## src/rtl/uart_rx_block_ctrl_pkg.sv

```systemverilog
// Shared types and constants for the UART receive block assembler.
package uart_rx_block_ctrl_pkg;

    localparam int BLOCK_BYTES = 16;

    typedef enum logic [1:0] {
        ST_FILL    = 2'd0,
        ST_OUTPUT  = 2'd1,
        ST_DISCARD = 2'd2
    } state_e;

    // tkeep for a block holding n received bytes: the top n bits are set,
    // because byte 0 sits in the most significant lane.
    function automatic logic [BLOCK_BYTES-1:0] keep_mask(input logic [4:0] n);
        return ~({BLOCK_BYTES{1'b1}} >> n);
    endfunction

endpackage

```

## src/rtl/uart_rx_block_ctrl_if.sv

```systemverilog
// Byte stream in, 128-bit block stream out.
// Handshake: a transfer happens on a rising edge where valid and ready are
// both high; valid never waits on ready, and the payload holds steady while
// valid is high and ready is low.
interface uart_rx_block_ctrl_if;
    import uart_rx_block_ctrl_pkg::*;

    logic [7:0]               s_axis_tdata;
    logic                     s_axis_tvalid;
    logic                     s_axis_tready;
    logic [BLOCK_BYTES*8-1:0] m_block_tdata;
    logic [BLOCK_BYTES-1:0]   m_block_tkeep;
    logic                     m_block_tvalid;
    logic                     m_block_tready;
    logic                     m_block_tlast;

    // The block controller: consumes bytes, produces blocks.
    modport slave (
        input  s_axis_tdata, s_axis_tvalid, m_block_tready,
        output s_axis_tready, m_block_tdata, m_block_tkeep, m_block_tvalid, m_block_tlast
    );

    // The surroundings: the UART byte source and the block consumer.
    modport master (
        output s_axis_tdata, s_axis_tvalid, m_block_tready,
        input  s_axis_tready, m_block_tdata, m_block_tkeep, m_block_tvalid, m_block_tlast
    );
endinterface

```

## src/rtl/uart_rx_block_ctrl.sv

```systemverilog
// Packs received UART bytes into 16-byte blocks. A block closes when full or,
// optionally, when the line goes idle (padded, tlast set). Receiver errors
// throw away the partial block and skip bytes until the line goes idle.
module uart_rx_block_ctrl
    import uart_rx_block_ctrl_pkg::*;
#(
    parameter logic [7:0] PAD_BYTE      = 8'h00,
    parameter bit         FLUSH_ON_IDLE = 1'b1
) (
    input  logic                   Clk,
    input  logic                   Rst,
    input  logic                   En,
    uart_rx_block_ctrl_if.slave    bus,
    input  logic                   rx_idle,
    input  logic                   rx_frame_error,
    input  logic                   rx_parity_error,
    input  logic                   rx_overrun_error,
    output logic [4:0]             byte_cnt,
    output logic [7:0]             drop_cnt,
    output logic                   busy,
    output state_e                 state_o
);

    state_e                   state_q, state_d;
    logic [4:0]               cnt_q, cnt_d;
    logic [BLOCK_BYTES*8-1:0] data_q, data_d;
    logic [BLOCK_BYTES-1:0]   keep_q, keep_d;
    logic                     last_q, last_d;
    logic                     valid_q, valid_d;
    logic                     err_pend_q, err_pend_d;
    logic [7:0]               drop_q, drop_d;

    logic       err;
    logic       accept;
    logic [4:0] cnt_n;

    assign err    = rx_frame_error | rx_parity_error | rx_overrun_error;
    assign accept = bus.s_axis_tvalid && (state_q != ST_OUTPUT);

    // State and block registers; En low clears everything except the drop counter.
    always_ff @(posedge Clk) begin
        if (Rst || !En) begin
            state_q    <= ST_FILL;
            cnt_q      <= '0;
            data_q     <= '0;
            keep_q     <= '0;
            last_q     <= 1'b0;
            valid_q    <= 1'b0;
            err_pend_q <= 1'b0;
            drop_q     <= Rst ? 8'h00 : drop_q;
        end else begin
            state_q    <= state_d;
            cnt_q      <= cnt_d;
            data_q     <= data_d;
            keep_q     <= keep_d;
            last_q     <= last_d;
            valid_q    <= valid_d;
            err_pend_q <= err_pend_d;
            drop_q     <= drop_d;
        end
    end

    // Next-state and next-block computation.
    always_comb begin
        state_d    = state_q;
        cnt_d      = cnt_q;
        data_d     = data_q;
        keep_d     = keep_q;
        last_d     = last_q;
        valid_d    = valid_q;
        err_pend_d = err_pend_q;
        drop_d     = drop_q;
        cnt_n      = cnt_q;

        case (state_q)
            ST_FILL: begin
                if (err) begin
                    // Errors win over idle; a byte arriving now is lost with the block.
                    cnt_d   = '0;
                    state_d = ST_DISCARD;
                    if (((cnt_q != '0) || accept) && (drop_q != 8'hFF))
                        drop_d = drop_q + 8'd1;
                end else begin
                    cnt_n = cnt_q + {4'd0, accept};
                    if (accept)
                        data_d[{~cnt_q[3:0], 3'b000} +: 8] = bus.s_axis_tdata;
                    cnt_d = cnt_n;
                    if (cnt_n == 5'(BLOCK_BYTES)) begin
                        state_d = ST_OUTPUT;
                        valid_d = 1'b1;
                        keep_d  = '1;
                        last_d  = FLUSH_ON_IDLE && rx_idle;
                    end else if (FLUSH_ON_IDLE && rx_idle && (cnt_n != '0)) begin
                        for (int i = 0; i < BLOCK_BYTES; i++) begin
                            if (5'(i) >= cnt_n)
                                data_d[(BLOCK_BYTES-1-i)*8 +: 8] = PAD_BYTE;
                        end
                        state_d = ST_OUTPUT;
                        valid_d = 1'b1;
                        keep_d  = keep_mask(cnt_n);
                        last_d  = 1'b1;
                    end
                end
            end
            ST_OUTPUT: begin
                if (err)
                    err_pend_d = 1'b1;
                if (valid_q && bus.m_block_tready) begin
                    // An error seen while holding the block sends us to skip
                    // the rest of the corrupted message.
                    state_d    = (err_pend_q || err) ? ST_DISCARD : ST_FILL;
                    valid_d    = 1'b0;
                    cnt_d      = '0;
                    keep_d     = '0;
                    last_d     = 1'b0;
                    err_pend_d = 1'b0;
                end
            end
            ST_DISCARD: begin
                if (rx_idle)
                    state_d = ST_FILL;
            end
            default: state_d = ST_FILL;
        endcase
    end

    // Outputs decoded from the registered state.
    always_comb begin
        bus.s_axis_tready = (state_q != ST_OUTPUT);
        busy              = (state_q != ST_FILL) || (cnt_q != '0);
    end

    assign bus.m_block_tdata  = data_q;
    assign bus.m_block_tkeep  = keep_q;
    assign bus.m_block_tlast  = last_q;
    assign bus.m_block_tvalid = valid_q;
    assign byte_cnt           = cnt_q;
    assign drop_cnt           = drop_q;
    assign state_o            = state_q;

endmodule
```

## src/flat_wrapper.sv

```systemverilog
// flat-port wrapper written by rule: the top's interface ports become plain ports
module uart_rx_block_ctrl_flat import uart_rx_block_ctrl_pkg::*;
#(
    parameter logic [7:0] PAD_BYTE      = 8'h00,
    parameter bit         FLUSH_ON_IDLE = 1'b1
)
  (Clk, Rst, En, rx_idle, rx_frame_error, rx_parity_error, rx_overrun_error, byte_cnt, drop_cnt, busy, state_o, bus_s_axis_tdata, bus_s_axis_tvalid, bus_m_block_tready, bus_s_axis_tready, bus_m_block_tdata, bus_m_block_tkeep, bus_m_block_tvalid, bus_m_block_tlast);
  uart_rx_block_ctrl_if bus_i ();
  input  logic Clk;
  input  logic Rst;
  input  logic En;
  input  logic rx_idle;
  input  logic rx_frame_error;
  input  logic rx_parity_error;
  input  logic rx_overrun_error;
  output logic [4:0] byte_cnt;
  output logic [7:0] drop_cnt;
  output logic busy;
  output state_e state_o;
  input wire logic [$bits(bus_i.s_axis_tdata)-1:0] bus_s_axis_tdata;
  input wire logic [$bits(bus_i.s_axis_tvalid)-1:0] bus_s_axis_tvalid;
  input wire logic [$bits(bus_i.m_block_tready)-1:0] bus_m_block_tready;
  output wire logic [$bits(bus_i.s_axis_tready)-1:0] bus_s_axis_tready;
  output wire logic [$bits(bus_i.m_block_tdata)-1:0] bus_m_block_tdata;
  output wire logic [$bits(bus_i.m_block_tkeep)-1:0] bus_m_block_tkeep;
  output wire logic [$bits(bus_i.m_block_tvalid)-1:0] bus_m_block_tvalid;
  output wire logic [$bits(bus_i.m_block_tlast)-1:0] bus_m_block_tlast;
  assign bus_i.s_axis_tdata = bus_s_axis_tdata;
  assign bus_i.s_axis_tvalid = bus_s_axis_tvalid;
  assign bus_i.m_block_tready = bus_m_block_tready;
  assign bus_s_axis_tready = bus_i.s_axis_tready;
  assign bus_m_block_tdata = bus_i.m_block_tdata;
  assign bus_m_block_tkeep = bus_i.m_block_tkeep;
  assign bus_m_block_tvalid = bus_i.m_block_tvalid;
  assign bus_m_block_tlast = bus_i.m_block_tlast;
  uart_rx_block_ctrl #(.PAD_BYTE(PAD_BYTE), .FLUSH_ON_IDLE(FLUSH_ON_IDLE)) u_core (.Clk(Clk), .Rst(Rst), .En(En), .bus(bus_i), .rx_idle(rx_idle), .rx_frame_error(rx_frame_error), .rx_parity_error(rx_parity_error), .rx_overrun_error(rx_overrun_error), .byte_cnt(byte_cnt), .drop_cnt(drop_cnt), .busy(busy), .state_o(state_o));
endmodule
```

## config.mk

```make
export PLATFORM = sky130hd
export DESIGN_NAME = uart_rx_block_ctrl_flat
export DESIGN_NICKNAME = d
export VERILOG_FILES = /design/src/rtl/uart_rx_block_ctrl_pkg.sv /design/src/rtl/uart_rx_block_ctrl_if.sv /design/src/rtl/uart_rx_block_ctrl.sv /design/src/flat_wrapper.sv
export SDC_FILE = /design/constraint.sdc
export NUM_CORES = 1
export LEC_CHECK = 0
export CAP_MARGIN = 25
export CORE_MARGIN = 2
export CORE_UTILIZATION = 38
export CTS_CLUSTER_DIAMETER = 40
export CTS_CLUSTER_SIZE = 12
export DETAILED_ROUTE_END_ITERATION = 7
export PLACE_DENSITY = 0.74
export SETUP_SLACK_MARGIN = 0.5
export SYNTH_ARGS = -nofsm -noshare
export SYNTH_HDL_FRONTEND = slang
export SYNTH_SLANG_ARGS = --single-unit
```

## constraint.sdc

```tcl
create_clock -name Clk -period 6.15 [get_ports Clk]
set_clock_uncertainty 0.2 [all_clocks]
set_input_delay 1.23 -clock Clk [delete_from_list [all_inputs] [get_ports Clk]]
set_output_delay 1.23 -clock Clk [all_outputs]
set_load 0.05 [all_outputs]
```

After elaboration in Yosys (flattened, before gate mapping)
Cells that the tools add are included.
- register bits: 162
- bits of input ports: 17
- output and inout port bits: 163
- logic and storage cells: 120
- $add $sub $neg: 3
- magnitude comparators: 16
- equal/unequal tests: 11
- shift-type cells: 3
- muxes and demuxes: 50
- bitwise operators: 5
- reduce and logical (&&, ||, !) cells: 24
- operators with widths (cell ; count):
    2-to-1 mux 128 bit ; 3
    2-to-1 mux 8 bit ; 21
    bitwise mux 128 bit ; 1
    variable shift 8 x 9 -> 128 bit (first input constant) ; 1
    indexed part select 8 x 9 -> 128 bit ; 1
    2-to-1 mux 16 bit ; 4
    >= comparator 4 x 5 -> 1 bit (first input constant) ; 8
    case mux 16 bit (2 select lines) ; 1
    >= comparator 3 x 5 -> 1 bit (first input constant) ; 4
    inverter 16 bit ; 1
    right shift 16 x 5 -> 16 bit (first input constant) ; 1
    2-to-1 mux 2 bit ; 6
    nonzero test 2 bit ; 6
    >= comparator 1 x 5 -> 1 bit (first input constant) ; 2
    >= comparator 2 x 5 -> 1 bit (first input constant) ; 2
    2-to-1 mux 5 bit ; 2
    case mux 5 bit (2 select lines) ; 1
    nonzero test 5 bit ; 2
    negation 7 -> 9 bit ; 1
    adder 8 x 1 -> 8 bit (second input constant) ; 1
    2-to-1 mux 1 bit ; 8
    inequality test 8 bit (second input constant) ; 1
    AND reduction 4 bit ; 2
    inequality test 2 bit (second input constant) ; 3
    18 further kinds ; 29

Logic depth before layout (Yosys ltp)
- word-level depth: 9
- gate-level depth with buffers: 15
- gate-level depth less buffers: 11

Worst setup path before layout
No wires, ideal clock.
- path kind: input port to flip-flop
- start: input bus_s_axis_tvalid
- end: register u_core.data_q[72], in the netlist u_core.bus.m_block_tdata[72]
- library setup time: 0.119 ns
- arrival time: 3.505 ns
- data required time: 5.831 ns
- slack: 2.326 ns
- cell stages on the path: 12
- path buffers: 3
- cells stage by stage: clkbuf_1 -> nand2_1 -> inv_1 -> ha_1 -> ha_1 -> buf_2 -> xor2_1 -> clkbuf_1 -> nor3_1 -> nor4b_4 -> a21oi_1 -> o221a_2
- longest elaborated chain between the ends: 6
- elaborated cells on any way between the ends: 10
- RTL lines (element ; RTL line ; text):
    from (decl) ; flat_wrapper.sv:21 ; input wire logic [$bits(bus_i.s_axis_tvalid)-1:0] bus_s_axis_tvalid;
    logical AND 1 bit * ; uart_rx_block_ctrl.sv:38 ; assign accept = bus.s_axis_tvalid && (state_q != ST_OUTPUT);
    adder 5 x 1 -> 5 bit ; uart_rx_block_ctrl.sv:84 ; cnt_n = cnt_q + {4'd0, accept};
    >= comparator 3 x 5 -> 1 bit / nonzero test 5 bit (equally long branches) ; uart_rx_block_ctrl.sv:95, uart_rx_block_ctrl.sv:93 ;
    2-to-1 mux 8 bit / logical AND 1 bit (equally long branches) ; uart_rx_block_ctrl.sv:95, uart_rx_block_ctrl.sv:93 ;
    2-to-1 mux 128 bit ; uart_rx_block_ctrl.sv:93 ; end else if (FLUSH_ON_IDLE && rx_idle && (cnt_n != '0)) begin
    2-to-1 mux 128 bit * ; uart_rx_block_ctrl.sv:88 ; if (cnt_n == 5'(BLOCK_BYTES)) begin
    to (signal assigned) ; uart_rx_block_ctrl.sv:54 ; data_q <= data_d;
    to (decl) ; uart_rx_block_ctrl.sv:26 ; logic [BLOCK_BYTES*8-1:0] data_q, data_d;
Every way passes the cells marked *; elsewhere a longest branch is shown, timed or not.
A chain may end at the register's enable or synchronous reset.

Worst setup path after layout
- start: input bus_s_axis_tvalid
- end: register u_core.keep_q[14], in the netlist u_core.bus.m_block_tkeep[14]
- longest elaborated chain between the ends: 8
- elaborated cells on any way between the ends: 13
- RTL lines (element ; RTL line ; text):
    logical AND 1 bit * ; uart_rx_block_ctrl.sv:38 ;
    adder 5 x 1 -> 5 bit * ; uart_rx_block_ctrl.sv:84 ;
    right shift 16 x 5 -> 16 bit ; uart_rx_block_ctrl_pkg.sv:15 ; return ~({BLOCK_BYTES{1'b1}} >> n);
    inverter 16 bit ; uart_rx_block_ctrl_pkg.sv:15 ;
    2-to-1 mux 16 bit ; uart_rx_block_ctrl.sv:93 ;
    2-to-1 mux 16 bit ; uart_rx_block_ctrl.sv:88 ;
    2-to-1 mux 16 bit ; uart_rx_block_ctrl.sv:77 ; if (err) begin
    case mux 16 bit (2 select lines) ; uart_rx_block_ctrl.sv:75 ; case (state_q)
    to (signal assigned) ; uart_rx_block_ctrl.sv:55 ; keep_q <= keep_d;
    to (decl) ; uart_rx_block_ctrl.sv:27 ; logic [BLOCK_BYTES-1:0] keep_q, keep_d;
Every way passes the cells marked *; elsewhere a longest branch is shown, timed or not. The select of a mux whose other input is x is not followed.

==> flow_summary.toml <==
[run_status]
status = "finished, final reports clean"

[global_routing]
antenna_found_initial = 0
grt_pass1_wl_um = 34700
groute.usage.overall_pct = 22.3
grt_max_degree = 25
globalRouteOverflowTotal = 0
grt_pass1_vias = 6246

[cells_and_area]
n_fill_cell = 1726
register_area_um2 = 3320
area_growth_pct = 34.9
multiInputGateArea_um2 = 3630
drive_gt1_share_pct = 8.67
final_common_cell = "clkdlybuf4s50_1"
final_cell_mix = "179 x clkdlybuf4s50_1, 154 x dfxtp_1, 96 x a21oi_1"
diodes = 0
nets = 979

[critical_path]
end_kind = "flip-flop"
critPathRequiredTime_ps = 6320
worstPathArrival_ps = 4810
criticalPathCategory = "input pin to flip-flop"
startpoint_type = "input pin"
critPathMaxFanout = 13

[sta]
rsz0062_at_grt = "no"
hold_viol = 0
max_freq_mhz = 215
maxSlewViolCount = 0
period_share_pct = 75.5
setup_violations = 0
layout_min_cycle_time_ps = 4640
tns_ps = 0
tightest_slew_ps = 952
maxSlewHeadroom_pct = 36.6

[floorplan]
initial_core_util_pct = 38.7
die_w_um = 142
core_area_um2 = 18600
die_area_um2 = 20100
io_pins = 180
die_y_um = 142
row_count = 50

[clock_tree]
cts-root-buf = "clkbuf_16"
ctsResizeCount = 0
cts_htree_levels = 4
clk_latency_ps = 430
cts_sinks = 162
cts_made_buffers = 17
clkTransAtPathRegs_ps = 60
cts_tree = "yes"
cts_setup_buffers = 0
clockBufferDepth = 2
cts_hold_buf = 0

[logic_synthesis]
synth-edff-count = 8
async_flop_share_pct = 0
synth_largest_area_cell = "dfxtp_1"
ys.warnings.count = 0
synth_flop_cell = "dfxtp_1"
netlist.area_leader.share_pct = 42.7
syn_area_um2 = 7220
syn_avg_cell_area_um2 = 9.02
synth_fp_nets = 823
ys_ff_latch = 162
syn_inst = 800
synth.distinct_cells = 68
seq_area_frac_synth_pct = 46.0
synthTopCellsByArea = "dfxtp_1 43%, a21oi_1 6.7%, mux2i_1 6.2%"

[routing]
dr.pass1.iters = 5
ant_nets = 0
wl_per_cell_um = 19.2
route.detailed.drc = 0
vias_per_cell = 5.61
routed_wl_um = 23000
drt_iter0_markers = 635
vias = 6745

[placed_design]
dp_hpwl_um = 16100
port-buffer-count = 179
gp_congestion = 0.868

[pwr]
p_total_uw = 2240
p_leak_uw = 0.00316
peakVddDrop_mv = 0.191
p_per_area_nw_per_um2 = 231

[hold_path]
hold_path_class = "flip-flop to flip-flop"

[run]
drv_cap = 0
[kinds of logic after synthesis]
logic type	synth area share, %
simple gates	21.3
compound gates	19.4
flops	46.0
buf+inv	3.67
mux	6.40
xor+xnor	2.18
fa+ha+maj	1.04
[critical path, cell delays in order]
cell and delay [ps]:
clkdlybuf4s50_1 660, nand2_1 230, inv_1 100, ha_1 240, ha_1 380, xor2_1 300, nor4_1 480, a21oi_2 200
a21oi_1 770, a32o_1 220
[cell usage after synthesis, drive strengths merged, types with 2 or more instances]
master and count:
a211oi 9, a21boi 2, a21o 5, a21oi 97
a22oi 4, a32o 4, and2 20, buf 21
clkbuf 34, dfxtp 154, edfxtp 8, ha 6
inv 4, mux2i 45, nand2 57, nand2b 11
nand3 64, nand3b 2, nand4 6, nor2 67
nor2b 6, nor3 23, nor4 13, o21a 9
o21ai 55, o221a 10, o22ai 11, o2bb2ai 10
or2 2, or3 7, or4 2, xnor2 7
xor2 8
[cell type report]
type | count | share of cell area (%)
multi-input cells | 578 | 37.3
flip-flops and latches | 162 | 34.1
repair buffers | 192 | 19.5
clock buffers | 19 | 4.55
well taps | 234 | 3.01
clock inverters | 13 | 1.27
inverters | 5 | 0.206
[per-layer routing]
metal / GRT usage [%] / part of all wire, %
met1: 29.9 / 45
met2: 34.3 / 44
met5: 0 / 0
met3: 5.87 / 8.1
met4: 8.84 / 2.6
[path summary, 6_finish.rpt]
path / from / end / slack (ps) / cells after the start
hold reg to reg: u_core.bus.m_block_tdata[90]$_SDFFE_PN0P_ / u_core.bus.m_block_tdata[90]$_SDFFE_PN0P_ / 250 / 2
setup / recovery: bus_s_axis_tvalid / u_core.bus.m_block_tkeep[14]$_SDFFE_PN0P_ / 1510 / 10
hold / removal: u_core.bus.m_block_tdata[90]$_SDFFE_PN0P_ / u_core.bus.m_block_tdata[90]$_SDFFE_PN0P_ / 250 / 2
setup reg to reg: u_core.state_o[0]$_SDFFE_PN0P_ / u_core.bus.m_block_tkeep[14]$_SDFFE_PN0P_ / 2090 / 11
[metrics by stage]
| step | setup WS (ps) | cells | util, % | cell area (um^2) | hold WS, ps |
|---|---|---|---|---|---|
| after floorplan | 2330 | 800 | - | 7220 | 284 |
| after global placement | 1290 | 1167 | 49.0 | 9130 | 239 |
| after detailed placement | 1140 | 1167 | 49.0 | 9130 | 249 |
| after CTS | 1570 | 1199 | 52.0 | 9700 | 256 |
| after global routing | 1200 | 1203 | 52.2 | 9740 | 274 |
| final | 1510 | 1203 | 52.2 | 9740 | 255 |
[state kept, by name (all words and copies together) (netlist names)]
name                       flops
u_core.byte_cnt                5
u_core.err_pend_q              1
u_core.state_o                 2
u_core.bus.m_block_tlast       1
u_core.bus.m_block_tvalid      1
u_core.drop_cnt                8
u_core.bus.m_block_tdata     128
u_core.bus.m_block_tkeep      16
[power breakdown]
group,switching [uW],total [uW],internal [uW]
clock network,454,1030,574
registers,8.20,1070,1060
logic,103,145,41.7
No activity file was read; power rests on OpenSTA's default activity.
